## src/rtl/exception_entry_controller_pkg.sv

```systemverilog
// exception_entry_controller_pkg: shared modes, vector offsets, CPSR bit indices and FSM states
package exception_entry_controller_pkg;
   localparam int WordWidth = 32;
   localparam logic [WordWidth-1:0] WordZero = '0;
   localparam logic [4:0] MODE_USER = 5'b10000;
   localparam logic [4:0] MODE_FIQ  = 5'b10001;
   localparam logic [4:0] MODE_IRQ  = 5'b10010;
   localparam logic [4:0] MODE_SVC  = 5'b10011;
   localparam logic [4:0] MODE_ABT  = 5'b10111;
   localparam logic [4:0] MODE_UND  = 5'b11011;
   localparam logic [7:0] VEC_UND  = 8'h04;
   localparam logic [7:0] VEC_SWI  = 8'h08;
   localparam logic [7:0] VEC_PABT = 8'h0C;
   localparam logic [7:0] VEC_DABT = 8'h10;
   localparam logic [7:0] VEC_IRQ  = 8'h18;
   localparam logic [7:0] VEC_FIQ  = 8'h1C;
   localparam int CPSR_I = 7;
   localparam int CPSR_F = 6;
   localparam int CPSR_T = 5;
   typedef enum logic [1:0] {ST_IDLE, ST_FLUSH, ST_COMMIT, ST_VECTOR} state_t;
endpackage

```

## src/rtl/exception_entry_controller_if.sv

```systemverilog
// exception_entry_controller_if: request/status bundle; in_HighVectors exists only with EXC_HIGH_VECTORS_EN
interface exception_entry_controller_if
   import exception_entry_controller_pkg::*;
#(
   parameter int WORD_WIDTH = WordWidth
);
   logic                  in_FIQ;
   logic                  in_IRQ;
   logic                  in_DataAbort;
   logic                  in_PrefetchAbort;
   logic                  in_Undefined;
   logic                  in_SWI;
   logic [WORD_WIDTH-1:0] in_ExceptionPC;
   logic [WORD_WIDTH-1:0] in_NextPC;
   logic [WORD_WIDTH-1:0] in_CPSR;
   logic                  in_PipelineDrained;
   logic                  in_VectorAccept;
`ifdef EXC_HIGH_VECTORS_EN
   logic                  in_HighVectors;
`endif
   logic                  out_IfChangeState;
   logic [4:0]            out_ChangeStateAction;
   logic [WORD_WIDTH-1:0] out_CPSRWriteValue;
   logic                  out_SPSRWriteEnable;
   logic [WORD_WIDTH-1:0] out_SPSRWriteValue;
   logic                  out_Flush;
   logic [WORD_WIDTH-1:0] out_LinkValue;
   logic                  out_LinkWrite;
   logic                  out_VectorValid;
   logic [WORD_WIDTH-1:0] out_VectorAddress;
   logic                  out_Busy;
   modport slave (
      input  in_FIQ, in_IRQ, in_DataAbort, in_PrefetchAbort, in_Undefined, in_SWI,
      input  in_ExceptionPC, in_NextPC, in_CPSR, in_PipelineDrained, in_VectorAccept,
`ifdef EXC_HIGH_VECTORS_EN
      input  in_HighVectors,
`endif
      output out_IfChangeState, out_ChangeStateAction, out_CPSRWriteValue,
      output out_SPSRWriteEnable, out_SPSRWriteValue, out_Flush, out_LinkValue,
      output out_LinkWrite, out_VectorValid, out_VectorAddress, out_Busy
   );
   modport master (
      output in_FIQ, in_IRQ, in_DataAbort, in_PrefetchAbort, in_Undefined, in_SWI,
      output in_ExceptionPC, in_NextPC, in_CPSR, in_PipelineDrained, in_VectorAccept,
`ifdef EXC_HIGH_VECTORS_EN
      output in_HighVectors,
`endif
      input  out_IfChangeState, out_ChangeStateAction, out_CPSRWriteValue,
      input  out_SPSRWriteEnable, out_SPSRWriteValue, out_Flush, out_LinkValue,
      input  out_LinkWrite, out_VectorValid, out_VectorAddress, out_Busy
   );
endinterface

```

## src/rtl/exception_entry_controller_priority_encoder.sv

```systemverilog
// exception_priority_encoder: picks the winning exception and its mode, vector offset and return link
module exception_priority_encoder
   import exception_entry_controller_pkg::*;
#(
   parameter int WORD_WIDTH = WordWidth
) (
   input  logic                  data_abort_i,
   input  logic                  fiq_i,
   input  logic                  irq_i,
   input  logic                  prefetch_abort_i,
   input  logic                  undefined_i,
   input  logic                  swi_i,
   input  logic [WORD_WIDTH-1:0] exception_pc_i,
   input  logic [WORD_WIDTH-1:0] next_pc_i,
   output logic                  valid_o,
   output logic                  fiq_o,
   output logic [4:0]            mode_o,
   output logic [7:0]            offset_o,
   output logic [WORD_WIDTH-1:0] link_o
);
   // Fixed priority DABT > FIQ > IRQ > PABT > UND > SWI
   always_comb begin
      valid_o  = data_abort_i | fiq_i | irq_i | prefetch_abort_i | undefined_i | swi_i;
      fiq_o    = ~data_abort_i & fiq_i;
      mode_o   = data_abort_i ? MODE_ABT : fiq_i ? MODE_FIQ : irq_i ? MODE_IRQ :
                 prefetch_abort_i ? MODE_ABT : undefined_i ? MODE_UND : MODE_SVC;
      offset_o = data_abort_i ? VEC_DABT : fiq_i ? VEC_FIQ : irq_i ? VEC_IRQ :
                 prefetch_abort_i ? VEC_PABT : undefined_i ? VEC_UND : VEC_SWI;
      link_o   = data_abort_i ? exception_pc_i + WORD_WIDTH'(8) :
                 (fiq_i | irq_i) ? next_pc_i + WORD_WIDTH'(4) : exception_pc_i + WORD_WIDTH'(4);
   end
endmodule

```

## src/rtl/exception_entry_controller.sv

```systemverilog
// exception_entry_controller: sequences ARM exception entry (flush, commit, vector); EXC_HIGH_VECTORS_EN adds high vectors
module exception_entry_controller
   import exception_entry_controller_pkg::*;
#(
   parameter int                    WORD_WIDTH  = WordWidth,
   parameter int                    SYNC_STAGES = 2,
   parameter logic [WORD_WIDTH-1:0] VECTOR_BASE = '0
) (
   input logic clock,
   input logic reset,
   exception_entry_controller_if.slave bus
);
   state_t                  state_q, state_d;
   logic [SYNC_STAGES-1:0]  fiq_sync_q, irq_sync_q;
   logic [4:0]              mode_q;
   logic                    fiq_q;
   logic [WORD_WIDTH-1:0]   spsr_q, link_q, vec_q;
   logic                    fiq_req, irq_req, pe_valid, pe_fiq, capture;
   logic [4:0]              pe_mode;
   logic [7:0]              pe_offset;
   logic [WORD_WIDTH-1:0]   pe_link, base;

   assign fiq_req = fiq_sync_q[SYNC_STAGES-1] & ~bus.in_CPSR[CPSR_F];
   assign irq_req = irq_sync_q[SYNC_STAGES-1] & ~bus.in_CPSR[CPSR_I];
   assign capture = (state_q == ST_IDLE) && pe_valid;
`ifdef EXC_HIGH_VECTORS_EN
   assign base = bus.in_HighVectors ? WORD_WIDTH'(32'hFFFF_0000) : VECTOR_BASE;
`else
   assign base = VECTOR_BASE;
`endif

   exception_priority_encoder #(.WORD_WIDTH(WORD_WIDTH)) u_prio (
      .data_abort_i     (bus.in_DataAbort),
      .fiq_i            (fiq_req),
      .irq_i            (irq_req),
      .prefetch_abort_i (bus.in_PrefetchAbort),
      .undefined_i      (bus.in_Undefined),
      .swi_i            (bus.in_SWI),
      .exception_pc_i   (bus.in_ExceptionPC),
      .next_pc_i        (bus.in_NextPC),
      .valid_o          (pe_valid),
      .fiq_o            (pe_fiq),
      .mode_o           (pe_mode),
      .offset_o         (pe_offset),
      .link_o           (pe_link)
   );

   // Bring the asynchronous interrupt levels into the clock domain
   always_ff @(posedge clock or posedge reset) begin
      if (reset) begin
         fiq_sync_q <= '0;
         irq_sync_q <= '0;
      end else begin
         fiq_sync_q <= {fiq_sync_q[SYNC_STAGES-2:0], bus.in_FIQ};
         irq_sync_q <= {irq_sync_q[SYNC_STAGES-2:0], bus.in_IRQ};
      end
   end

   // State register plus snapshot of the winning exception taken in IDLE
   always_ff @(posedge clock or posedge reset) begin
      if (reset) begin
         state_q <= ST_IDLE;
         mode_q  <= '0;
         fiq_q   <= 1'b0;
         spsr_q  <= '0;
         link_q  <= '0;
         vec_q   <= '0;
      end else begin
         state_q <= state_d;
         if (capture) begin
            mode_q <= pe_mode;
            fiq_q  <= pe_fiq;
            spsr_q <= bus.in_CPSR;
            link_q <= pe_link;
            vec_q  <= base + WORD_WIDTH'(pe_offset);
         end
      end
   end

   // Next state and state-decoded outputs; data outputs are zero outside their phase
   always_comb begin
      state_d                   = state_q;
      bus.out_IfChangeState     = state_q == ST_COMMIT;
      bus.out_SPSRWriteEnable   = state_q == ST_COMMIT;
      bus.out_LinkWrite         = state_q == ST_COMMIT;
      bus.out_ChangeStateAction = (state_q == ST_COMMIT) ? mode_q : '0;
      bus.out_SPSRWriteValue    = (state_q == ST_COMMIT) ? spsr_q : '0;
      bus.out_LinkValue         = (state_q == ST_COMMIT) ? link_q : '0;
      bus.out_CPSRWriteValue    = (state_q == ST_COMMIT) ?
                                  {spsr_q[WORD_WIDTH-1:CPSR_I+1], 1'b1, fiq_q | spsr_q[CPSR_F], 1'b0, mode_q} : '0;
      bus.out_Flush             = state_q == ST_FLUSH;
      bus.out_VectorValid       = state_q == ST_VECTOR;
      bus.out_VectorAddress     = (state_q == ST_VECTOR) ? vec_q : '0;
      bus.out_Busy              = state_q != ST_IDLE;
      case (state_q)
         ST_IDLE:   if (pe_valid) state_d = ST_FLUSH;
         ST_FLUSH:  if (bus.in_PipelineDrained) state_d = ST_COMMIT;
         ST_COMMIT: state_d = ST_VECTOR;
         ST_VECTOR: if (bus.in_VectorAccept) state_d = ST_IDLE;
         default:   state_d = ST_IDLE;
      endcase
   end
endmodule

```

## src/flat_wrapper.sv

```systemverilog
// flat-port wrapper written by rule: the top's interface ports become plain ports
module exception_entry_controller_flat import exception_entry_controller_pkg::*;
#(
   parameter int                    WORD_WIDTH  = WordWidth,
   parameter int                    SYNC_STAGES = 2,
   parameter logic [WORD_WIDTH-1:0] VECTOR_BASE = '0
)
  (clock, reset, bus_in_FIQ, bus_in_IRQ, bus_in_DataAbort, bus_in_PrefetchAbort, bus_in_Undefined, bus_in_SWI, bus_in_ExceptionPC, bus_in_NextPC, bus_in_CPSR, bus_in_PipelineDrained, bus_in_VectorAccept, bus_out_IfChangeState, bus_out_ChangeStateAction, bus_out_CPSRWriteValue, bus_out_SPSRWriteEnable, bus_out_SPSRWriteValue, bus_out_Flush, bus_out_LinkValue, bus_out_LinkWrite, bus_out_VectorValid, bus_out_VectorAddress, bus_out_Busy);
  exception_entry_controller_if #(.WORD_WIDTH(WORD_WIDTH)) bus_i ();
  input logic clock;
  input logic reset;
  input wire logic [$bits(bus_i.in_FIQ)-1:0] bus_in_FIQ;
  input wire logic [$bits(bus_i.in_IRQ)-1:0] bus_in_IRQ;
  input wire logic [$bits(bus_i.in_DataAbort)-1:0] bus_in_DataAbort;
  input wire logic [$bits(bus_i.in_PrefetchAbort)-1:0] bus_in_PrefetchAbort;
  input wire logic [$bits(bus_i.in_Undefined)-1:0] bus_in_Undefined;
  input wire logic [$bits(bus_i.in_SWI)-1:0] bus_in_SWI;
  input wire logic [$bits(bus_i.in_ExceptionPC)-1:0] bus_in_ExceptionPC;
  input wire logic [$bits(bus_i.in_NextPC)-1:0] bus_in_NextPC;
  input wire logic [$bits(bus_i.in_CPSR)-1:0] bus_in_CPSR;
  input wire logic [$bits(bus_i.in_PipelineDrained)-1:0] bus_in_PipelineDrained;
  input wire logic [$bits(bus_i.in_VectorAccept)-1:0] bus_in_VectorAccept;
  output wire logic [$bits(bus_i.out_IfChangeState)-1:0] bus_out_IfChangeState;
  output wire logic [$bits(bus_i.out_ChangeStateAction)-1:0] bus_out_ChangeStateAction;
  output wire logic [$bits(bus_i.out_CPSRWriteValue)-1:0] bus_out_CPSRWriteValue;
  output wire logic [$bits(bus_i.out_SPSRWriteEnable)-1:0] bus_out_SPSRWriteEnable;
  output wire logic [$bits(bus_i.out_SPSRWriteValue)-1:0] bus_out_SPSRWriteValue;
  output wire logic [$bits(bus_i.out_Flush)-1:0] bus_out_Flush;
  output wire logic [$bits(bus_i.out_LinkValue)-1:0] bus_out_LinkValue;
  output wire logic [$bits(bus_i.out_LinkWrite)-1:0] bus_out_LinkWrite;
  output wire logic [$bits(bus_i.out_VectorValid)-1:0] bus_out_VectorValid;
  output wire logic [$bits(bus_i.out_VectorAddress)-1:0] bus_out_VectorAddress;
  output wire logic [$bits(bus_i.out_Busy)-1:0] bus_out_Busy;
  assign bus_i.in_FIQ = bus_in_FIQ;
  assign bus_i.in_IRQ = bus_in_IRQ;
  assign bus_i.in_DataAbort = bus_in_DataAbort;
  assign bus_i.in_PrefetchAbort = bus_in_PrefetchAbort;
  assign bus_i.in_Undefined = bus_in_Undefined;
  assign bus_i.in_SWI = bus_in_SWI;
  assign bus_i.in_ExceptionPC = bus_in_ExceptionPC;
  assign bus_i.in_NextPC = bus_in_NextPC;
  assign bus_i.in_CPSR = bus_in_CPSR;
  assign bus_i.in_PipelineDrained = bus_in_PipelineDrained;
  assign bus_i.in_VectorAccept = bus_in_VectorAccept;
  assign bus_out_IfChangeState = bus_i.out_IfChangeState;
  assign bus_out_ChangeStateAction = bus_i.out_ChangeStateAction;
  assign bus_out_CPSRWriteValue = bus_i.out_CPSRWriteValue;
  assign bus_out_SPSRWriteEnable = bus_i.out_SPSRWriteEnable;
  assign bus_out_SPSRWriteValue = bus_i.out_SPSRWriteValue;
  assign bus_out_Flush = bus_i.out_Flush;
  assign bus_out_LinkValue = bus_i.out_LinkValue;
  assign bus_out_LinkWrite = bus_i.out_LinkWrite;
  assign bus_out_VectorValid = bus_i.out_VectorValid;
  assign bus_out_VectorAddress = bus_i.out_VectorAddress;
  assign bus_out_Busy = bus_i.out_Busy;
  exception_entry_controller #(.WORD_WIDTH(WORD_WIDTH), .SYNC_STAGES(SYNC_STAGES), .VECTOR_BASE(VECTOR_BASE)) u_core (.clock(clock), .reset(reset), .bus(bus_i));
endmodule
```

## config.mk

```make
export PLATFORM = sky130hd
export DESIGN_NAME = exception_entry_controller_flat
export DESIGN_NICKNAME = d
export VERILOG_FILES = /design/src/rtl/exception_entry_controller_pkg.sv /design/src/rtl/exception_entry_controller_if.sv /design/src/rtl/exception_entry_controller_priority_encoder.sv /design/src/rtl/exception_entry_controller.sv /design/src/flat_wrapper.sv
export SDC_FILE = /design/constraint.sdc
export NUM_CORES = 1
export LEC_CHECK = 0
export CAP_MARGIN = 10
export CORE_UTILIZATION = 30
export CTS_CLUSTER_SIZE = 28
export DETAILED_ROUTE_END_ITERATION = 8
export PLACE_DENSITY = 0.64
export SYNTH_ARGS = -nofsm -noshare
export SYNTH_HDL_FRONTEND = slang
export SYNTH_SLANG_ARGS = --single-unit
```

## constraint.sdc

```tcl
create_clock -name clock -period 7.9 [get_ports clock]
set_clock_uncertainty 0.1 [all_clocks]
set_input_delay 1.58 -clock clock [delete_from_list [all_inputs] [get_ports clock]]
set_output_delay 1.58 -clock clock [all_outputs]
set_load 0.01 [all_outputs]
```

Yosys cells after proc, flatten, opt, wreduce, memory -nomap -nowiden
Cells that the tools add are included.
W data, S select, Z words.
Word-level totals
  flip-flop bits (word level): 84
  bits of input ports: 106
  output and inout bits: 139
  word-level logic and storage cells: 55
Cells by class
  $add $sub $neg: 3
  eq/ne operators: 6
  multiplexer cells: 21
  bitwise operators: 13
  reductions and logical operators: 4
Operator list (number)
  $mux W32: 5
  $add A32 B3 Y32 const B: 2
  $add A32 B4 Y32 const B: 1
  $mux W4: 7
  $mux W5: 4
  $mux W8: 1
  $pmux W2 S4: 1
  $or A1 B1 Y1: 7
  $mux W2: 3
  $eq A2 B2 Y1 const B: 2
  $ne A2 B2 Y1 const B: 2
  $and A1 B1 Y1: 3
  $not A1 Y1: 3
  $reduce_and A3 Y1: 1
  $eq A2 B1 Y1 const B: 1
  $logic_not A2 Y1: 1
  $ne A2 B1 Y1 const B: 1
  $reduce_bool A2 Y1: 1
  $logic_and A1 B1 Y1: 1

Longest topological paths before layout
Gate-level depths: netlist of the first run.
  depth after elaboration: 9
  mapped depth: 12
  depth with buffers taken out: 10

Cells and area by module
Synthesis of the first run repeated with hierarchy kept, for this count alone.
Second synthesis, totals
  cell total of the unflattened synthesis: 679
  area total of the unflattened synthesis: 6647.6 µm²
Modules (own cells, without submodules)
  exception_entry_controller: instances 1, cells an instance 332, area each 4112.7 µm²
  exception_priority_encoder: instances 1, cells an instance 347, area each 2534.9 µm²

Worst setup path before layout of the first run
Ideal clock, no wire load.
  kind: input to register
  start point: in bus_in_CPSR[6]
  end point: reg u_core.link_q[28]
  library setup time: 139 ps
  data arrival time: 3760 ps
  required time: 7661 ps
  slack: 3901 ps
  stages on the path: 12
  buffers on the path: 2
  cells stage by stage: or2b_1 > nand2_2 > buf_1 > buf_2 > nand2_1 > o21ai_0 > ha_1 > o21ai_2 > nor4_4 > nand2_1 > xor2_1 > o21ai_1
On the way
  longest elaborated chain between the ends: 8
  elaborated cells on any way between the ends: 11
  classes of those cells: mux: 2; bitwise: 8; reduce/logical: 1
RTL lines
  start, declared: line flat_wrapper.sv:20  | input wire logic [$bits(bus_i.in_CPSR)-1:0] bus_in_CPSR;
  $not A1 Y1 *: line exception_entry_controller.sv:23  | assign fiq_req = fiq_sync_q[SYNC_STAGES-1] & ~bus.in_CPSR[CPSR_F];
  $and A1 B1 Y1 *: line exception_entry_controller.sv:23
  $or A1 B1 Y1 (5 in series): line exception_entry_controller_priority_encoder.sv:23  | valid_o = data_abort_i | fiq_i | irq_i | prefetch_abort_i | undefined_i | swi_i;
  $logic_and A1 B1 Y1: line exception_entry_controller.sv:25  | assign capture = (state_q == ST_IDLE) && pe_valid;
  end signal, assigned: line exception_entry_controller.sv:74  | link_q <= pe_link;
  end, declared: line exception_entry_controller.sv:17  | logic [WORD_WIDTH-1:0] spsr_q, link_q, vec_q;
Every way passes the cells marked *; elsewhere a longest branch is shown, timed or not.
A chain may end at the register's enable or synchronous reset.

Worst setup path after layout of the first run
  start point: in bus_in_CPSR[7]
  end point: reg u_core.link_q[26]
On the way
  longest elaborated chain between the ends: 7
  elaborated cells on any way between the ends: 10
  classes of those cells: mux: 2; bitwise: 7; reduce/logical: 1
RTL lines
  $not A1 Y1 *: line exception_entry_controller.sv:24  | assign irq_req = irq_sync_q[SYNC_STAGES-1] & ~bus.in_CPSR[CPSR_I];
  $and A1 B1 Y1 *: line exception_entry_controller.sv:24
  $or A1 B1 Y1 (4 in series): line exception_entry_controller_priority_encoder.sv:23
  $logic_and A1 B1 Y1: line exception_entry_controller.sv:25
Marks and branches as above.

==> flow_metrics.env, run 1 <==
export IMPL_startpoint="bus_in_CPSR[7]"
export IMPL_crit_path_end="u_core.link_q[26]"
export IMPL_fill_cells=1983
export IMPL_leakage_nw=3.53
export IMPL_die_h_um=143
export IMPL_cts_tree="done"
export IMPL_intPower_w=0.00145
export IMPL_fp_row_count=51
export IMPL_async_reset_ff_share_pct=100
export IMPL_setup_ws_ns=3.34
export IMPL_critPathTopFamily="simple AND/OR/NAND/NOR gates"
export IMPL_nNetsFinal=1021
export IMPL_crit_chain="clkdlybuf4s50_1 > nand2b_1 > nand2_2 > buf_4 > nand2_1 > o21ai_0 > ha_1 > o21ai_2 > nor4_4 > nand2_1 > xnor2_1 > o21ai_0"
export IMPL_drc_errors=0
export IMPL_hold_path_class="register to register"
export IMPL_yosysSeqAreaShare_pct=33.1
export IMPL_multi_input_area_um2=3440
export IMPL_worst_r2r_cell_count=11
export IMPL_synthTopCellsByArea="dfrtp_1, nand2_1, buf_4, and2_1, xnor2_1"
export IMPL_synth_top_area_share_pct=33.1
export IMPL_fin_crit_sh_pct=57.7
export IMPL_hold_violations=0
export IMPL_grt_remaining_overflow=0
export IMPL_path_buf_inv=2
export IMPL_status="complete, no violations"
export IMPL_clk_pin_slew_ns=0.07
export IMPL_max_clock_path_buffers=2
export IMPL_r2r_end="u_core.link_q[26]"
export IMPL_die_area_um2=20400
export IMPL_pre_cts_ws_ns=2.96
export IMPL_grt_pass1_vias=5243
export IMPL_ant_nets=0
export IMPL_dpl_hpwl_um=14200
export IMPL_cp_max_fo=42
export IMPL_clock_latency_ns=0.35
export IMPL_io_pins=245
export IMPL_finalSetupTns_ns=0
export IMPL_power_frac_comb_pct=52.6
export IMPL_cts_resized_gates=0
export IMPL_max_cap_violations=0
export IMPL_sw_frac_of_total_pct=39.0
export IMPL_grt_first_pass_wirelength_um=29500
export IMPL_place_congestion=0.896
export IMPL_max_freq_mhz=220
export IMPL_path_class="input pin to register"
export IMPL_cts_root_buf="clkbuf_16"
export IMPL_core_um2=19500
export IMPL_yosysTopAreaCell="dfrtp_1"
export IMPL_slowest_delay_ns=0.48
export IMPL_grt_usage_pct=19.0
export IMPL_clock_sinks=79
export IMPL_crit_path_start_kind="input pin"
export IMPL_arrival_ns=4.72
export IMPL_n_antenna_cell=0
export IMPL_crit_path_end_kind="register"
export IMPL_tightest_slew_ns=1.19
export IMPL_post_route_util_pct=42.8
export IMPL_htreeDepth=3
export IMPL_setup_violations_final=0
export IMPL_p_clk_share_pct=18.6
export IMPL_initial_core_util_pct=30.6
export IMPL_antenna_found_initial=1
export IMPL_vias=5572
export IMPL_synthFlopType="dfrtp_1"
export IMPL_cts_buffers=9
export IMPL_drv_slew=0
export IMPL_cp_slowest_cell="clkdlybuf4s50_1"
export IMPL_r2r_start="u_core.fiq_sync_q[1]"
export IMPL_vdd_drop_max_v=0.000115
export IMPL_hold_slack_ns=0.252
export IMPL_synth_seq_cells=79
export IMPL_synth_cell_types=62
export IMPL_drt_wl_total_um=19200
export IMPL_cts_hold_buf=0
export IMPL_cellPowerDensity_nw_per_um2=285
export IMPL_synthCells=742
export IMPL_postCtsSetupBuffers=0
export IMPL_p_seq_share_pct=28.7
export IMPL_worstPathRequired_ns=8.06
export IMPL_slew_headroom_pct=20.9
export IMPL_drt_iter0_markers=281
export IMPL_area_delta_synth_final_pct=39.8
export IMPL_cp_depth=12
export IMPL_switching_power_w=0.000928
export IMPL_reg2reg_slack_ns=4.74
export IMPL_seqCellArea_um2=1980
export IMPL_syn_area_um2=5960
export IMPL_fin_total_pwr_w=0.00238
export IMPL_wl_per_cell_um=16.3
export IMPL_via_per_inst=4.73
export IMPL_rsz0062_at_grt="false"
export IMPL_drive_above_1_share_pct=5.04
export IMPL_synth_warnings=0
export IMPL_grt_max_degree=80
export IMPL_min_period_ns=4.56
export IMPL_die_w_um=143
export IMPL_drt_pass1_iterations=5
export IMPL_avgSynthCellArea_um2=8.04
export IMPL_synth_edff_count=0
export IMPL_port_buffers=214
-- worst register-to-register path, cell delays in order (launching register included) --
cell and delay (ns):
dfrtp_1 0.33, or2b_1 0.44, nand2_2 0.19, buf_4 0.47
nand2_1 0.12, o21ai_0 0.09, ha_1 0.29, o21ai_2 0.21
nor4_4 0.42, nand2_1 0.13, xnor2_1 0.13, o21ai_0 0.14
-- cells in the mapped netlist, types with 2 or more instances --
master	count
o31ai_1	2
inv_1	16
a21oi_1	21
a31oi_1	4
mux2_2	2
buf_1	6
and4_1	3
a22oi_1	15
nor2_1	36
nand2b_1	3
o21ai_2	2
nor2b_1	3
nand2_1	151
a222oi_1	2
clkbuf_1	16
xor2_1	23
nand4_1	7
dfrtp_1	79
a211oi_1	4
buf_4	64
ha_1	7
o21ai_0	33
nor4_1	4
nor3_1	14
o21a_1	5
o211ai_1	5
xnor2_1	34
and3_1	13
o21ai_1	10
mux2i_1	22
and2_1	73
nand3_1	22
buf_2	12
-- power by group through the flow --
stage	Clock (W)	Combinational, W	Sequential (W)
final	0.000443	0.00125	0.000684
after floorplan	0	0.000753	0.000658
after CTS	0.000452	0.00127	0.000685
after global routing	0.000472	0.00139	0.000707
after detailed placement	0	0.00127	0.000693
after global placement	0	0.00125	0.000688
-- how the worst min path moves through the flow --
stage / start / endpoint / slack [ns] / cells past startpoint
after floorplan: u_core.fiq_sync_q[0] / u_core.fiq_sync_q[1] / 0.23 / 0
after global placement: u_core.fiq_sync_q[0] / u_core.fiq_sync_q[1] / 0.24 / 0
after detailed placement: u_core.fiq_sync_q[0] / u_core.fiq_sync_q[1] / 0.24 / 0
after CTS: u_core.fiq_sync_q[0] / u_core.fiq_sync_q[1] / 0.25 / 0
after global routing: u_core.fiq_sync_q[0] / u_core.fiq_sync_q[1] / 0.27 / 0
final: u_core.fiq_sync_q[0] / u_core.fiq_sync_q[1] / 0.25 / 0
-- logic make-up after synthesis --
group | Yosys count | share of synthesized area [%]
DFF | 79 | 33.1
muxes | 24 | 4.07
buffers and inverters | 115 | 11.5
and+or+nand+nor | 342 | 28.7
other | 1 | 0.0629
adders and majority gates | 7 | 1.47
AOI/OAI and AO/OA | 117 | 12.6
xor gates and xnor gates | 57 | 8.37
-- cells in the final DEF (no fill, tap or decap), types with 2 or more instances in the layout --
cell	instances
o21ai_0	33
nor2_1	36
mux2_2	2
conb_1	30
o21ai_2	2
a22oi_1	15
ha_1	6
xnor2_1	34
nand4_1	7
clkinvlp_4	3
o21ai_1	10
inv_1	15
a211oi_1	4
nor4_1	4
xor2_1	23
clkbuf_16	9
nand2b_1	3
a31oi_1	4
buf_4	11
and4_1	3
dfrtp_1	79
clkdlybuf4s50_1	214
nand3_1	22
and2_1	73
nor2b_1	3
o211ai_1	5
nor3_1	14
mux2i_1	22
a222oi_1	2
and3_1	13
clkinv_4	2
o21a_1	5
nand2_1	151
a21oi_1	20
-- flip-flops by register name, indices dropped and copies added, names as in the netlist --
signal,count
u_core.mode_q,5
u_core.link_q,32
u_core.irq_sync_q,2
u_core.spsr_q,32
u_core.fiq_q,1
u_core.vec_q,3
u_core.fiq_sync_q,2
u_core.state_q,2
-- through the flow --
stage | cell area (µm²) | cells
finish | 8340 | 1178
global route | 8340 | 1178
CTS | 8340 | 1178
detailed placement | 8030 | 1162
global placement | 8030 | 1162
floorplan | 6070 | 771
-- per-layer routing --
layer	track usage [%]	vias up	share of wire, %
met5	0	-	0
met4	4.58	0	0.93
met3	3.15	11	6.5
met2	32.0	212	48
met1	25.2	2615	45
li1	-	2734	-
-- final cells by class --
cell class	instances	share of cell area, %
clock buffers	9	2.70
inverters	16	0.735
flip-flops and latches	79	23.7
clock inverters	7	0.976
well taps	265	3.98
repair buffers	225	26.7
multi-input cells	577	41.2
Note: power is estimated with default switching activity, not from simulation.
==> run 2, diff against run 1 <==
==> constraint.sdc (replaced) <==
create_clock -name clock -period 4.6 [get_ports clock]
set_clock_uncertainty 0.1 [all_clocks]
set_input_delay 0.92 -clock clock [delete_from_list [all_inputs] [get_ports clock]]
set_output_delay 0.92 -clock clock [all_outputs]
set_load 0.01 [all_outputs]
==> run 2 against run 1 <==
  * Via count up 1.9%
  * Critical path type is now register to primary output
  * Critical endpoint is now bus_out_SPSRWriteValue[21]
  * Non-clock buffer count up 5
  * Sequential power up 71%
  * Clock-buffer cell count up 1
  * Wire length up 1.5%
  * First-iteration DRC count up 21%
  * Flip-flop and latch count unchanged
  * Global-route usage up 0.53 points
  * Utilization up 0.31 points
  * Clock power up 84%
  * Combinational power up 73%
==> flow_metrics.env, run 2 (synthesized netlist as in run 1, its figures left out) <==
export IMPL_status="complete, no violations"
export IMPL_path_class="register to primary output"
export IMPL_reg_top3="u_core.link_q (32), u_core.spsr_q (32), u_core.mode_q (5)"
export IMPL_max_cap_violations=0
export IMPL_die_area_um2=20400
export IMPL_die_w_um=143
export IMPL_max_clock_path_buffers=2
export IMPL_cts_tree="done"
export IMPL_slew_headroom_pct=46.7
export IMPL_n_antenna_cell=0
export IMPL_drive_above_1_share_pct=5.56
export IMPL_drt_pass1_iterations=5
export IMPL_antenna_found_initial=0
export IMPL_port_buffers=214
export IMPL_fill_cells=1969
export IMPL_clock_latency_ns=0.35
export IMPL_drt_wl_total_um=19500
export IMPL_postCtsSetupBuffers=0
export IMPL_min_period_ns=3.62
export IMPL_place_congestion=0.873
export IMPL_hold_path_class="register to register"
export IMPL_crit_path_start_kind="register"
export IMPL_grt_first_pass_wirelength_um=30200
export IMPL_crit_chain="inv_1 > ha_2 > buf_4 > and2_1 > clkdlybuf4s50_1"
export IMPL_initial_core_util_pct=30.6
export IMPL_rsz0062_at_grt="false"
export IMPL_cts_hold_buf=0
export IMPL_via_per_inst=4.80
export IMPL_cellPowerDensity_nw_per_um2=494
export IMPL_finalSetupTns_ns=0
export IMPL_drv_slew=0
export IMPL_most_common_layout_cells="clkdlybuf4s50_1, nand2_1, dfrtp_1"
export IMPL_wl_per_cell_um=16.5
export IMPL_cts_resized_gates=0
export IMPL_area_delta_synth_final_pct=40.8
export IMPL_crit_path_end_kind="primary output"
export IMPL_vias=5676
export IMPL_ant_nets=0
export IMPL_grt_pass1_vias=5500
export IMPL_cp_max_fo=39
export IMPL_post_route_util_pct=43.1
export IMPL_dpl_hpwl_um=14700
export IMPL_arrival_ns=2.60
export IMPL_clock_sinks=79
export IMPL_vdd_drop_max_v=0.000238
export IMPL_fp_row_count=51
export IMPL_cts_root_buf="clkbuf_16"
export IMPL_worstPathRequired_ns=3.58
export IMPL_leakage_nw=3.58
export IMPL_cp_slowest_cell="ha_2"
export IMPL_clk_pin_slew_ns=0.06
export IMPL_grt_usage_pct=19.5
export IMPL_hold_violations=0
export IMPL_multi_input_area_um2=3440
export IMPL_grt_max_degree=59
export IMPL_max_freq_mhz=276
export IMPL_drt_iter0_markers=339
export IMPL_cts_buffers=9
export IMPL_die_h_um=143
export IMPL_core_um2=19500
export IMPL_htreeDepth=3
export IMPL_slowest_delay_ns=0.63
export IMPL_seqCellArea_um2=1980
export IMPL_setup_violations_final=0
export IMPL_drc_errors=0
export IMPL_nNetsFinal=1026
export IMPL_grt_remaining_overflow=0
export IMPL_fin_crit_sh_pct=78.7
export IMPL_layout_commonest_cell="clkdlybuf4s50_1"
export IMPL_tightest_slew_ns=0.797
export IMPL_io_pins=245
==> run 2: cell types whose count changed in the layout (fill, tap and decap cells not counted) <==
cell and delta:
clkinv_4 -2, bufinv_16 +1, buf_4 +5, clkinv_2 +1, clkbuf_8 +1, inv_6 +2
clkinvlp_4 -2, inv_8 -1
==> run 2: metal layers <==
layer / part of all wire (%) / vias to the layer above / global-route usage, % / wire, µm
met4: 1.8 / 0 / 6.96 / 360
met3: 7.3 / 21 / 3.66 / 1420
met5: 0 / - / 0 / 0
li1: - / 2737 / - / -
met2: 48 / 243 / 33.4 / 9330
met1: 43 / 2675 / 24.5 / 8380
==> run 2: worst paths after layout <==
path	cells after the start	slack (ns)	endpoint	startpoint
max	5	0.98	bus_out_SPSRWriteValue[21]	u_core.state_q[0]
max reg2reg	9	1.93	u_core.link_q[27]	u_core.fiq_sync_q[1]
min in group asynchronous	2	0.78	u_core.spsr_q[10]	reset
min reg2reg	0	0.25	u_core.irq_sync_q[1]	u_core.irq_sync_q[0]
min	0	0.25	u_core.irq_sync_q[1]	u_core.irq_sync_q[0]
max in group asynchronous	3	2.79	u_core.link_q[15]	reset
==> run 2: cell type report <==
cell class	instances	share of cell area, %
clock buffers	10	2.85
clock inverters	6	1.07
inverters	16	0.730
multi-input cells	577	40.9
flip-flops and latches	79	23.5
well taps	265	3.95
repair buffers	230	26.9
==> run 2: where the power goes <==
group / switching (W) / leakage (nW) / total (W) / internal (W)
logic: 0.00110 / 2.46 / 0.00216 / 0.00106
clock network: 0.000321 / 0.159 / 0.000814 / 0.000494
registers: 0.000152 / 0.958 / 0.00117 / 0.00102
==> run 2: critical path, delay by kind of cell, from the launching register on <==
family / cells / cell delay, ns
buf+inv: 3 / 1.02
fa+ha+maj: 1 / 0.63
flops: 1 / 0.40
simple gates: 1 / 0.19
==> run 2: through the flow <==
| step | total power [W] | hold WS, ns | cell area [µm²] | setup slack (ns) | std cells |
|---|---|---|---|---|---|
| after floorplan | 0.00242 | 0.231 | 6070 | 1.26 | 771 |
| after global placement | 0.00335 | 0.234 | 8070 | 1.01 | 1167 |
| after detailed placement | 0.00338 | 0.236 | 8070 | 0.886 | 1167 |
| after CTS | 0.00422 | 0.248 | 8400 | 0.891 | 1183 |
| after global routing | 0.00450 | 0.261 | 8400 | 0.755 | 1183 |
| final | 0.00415 | 0.250 | 8400 | 0.981 | 1183 |
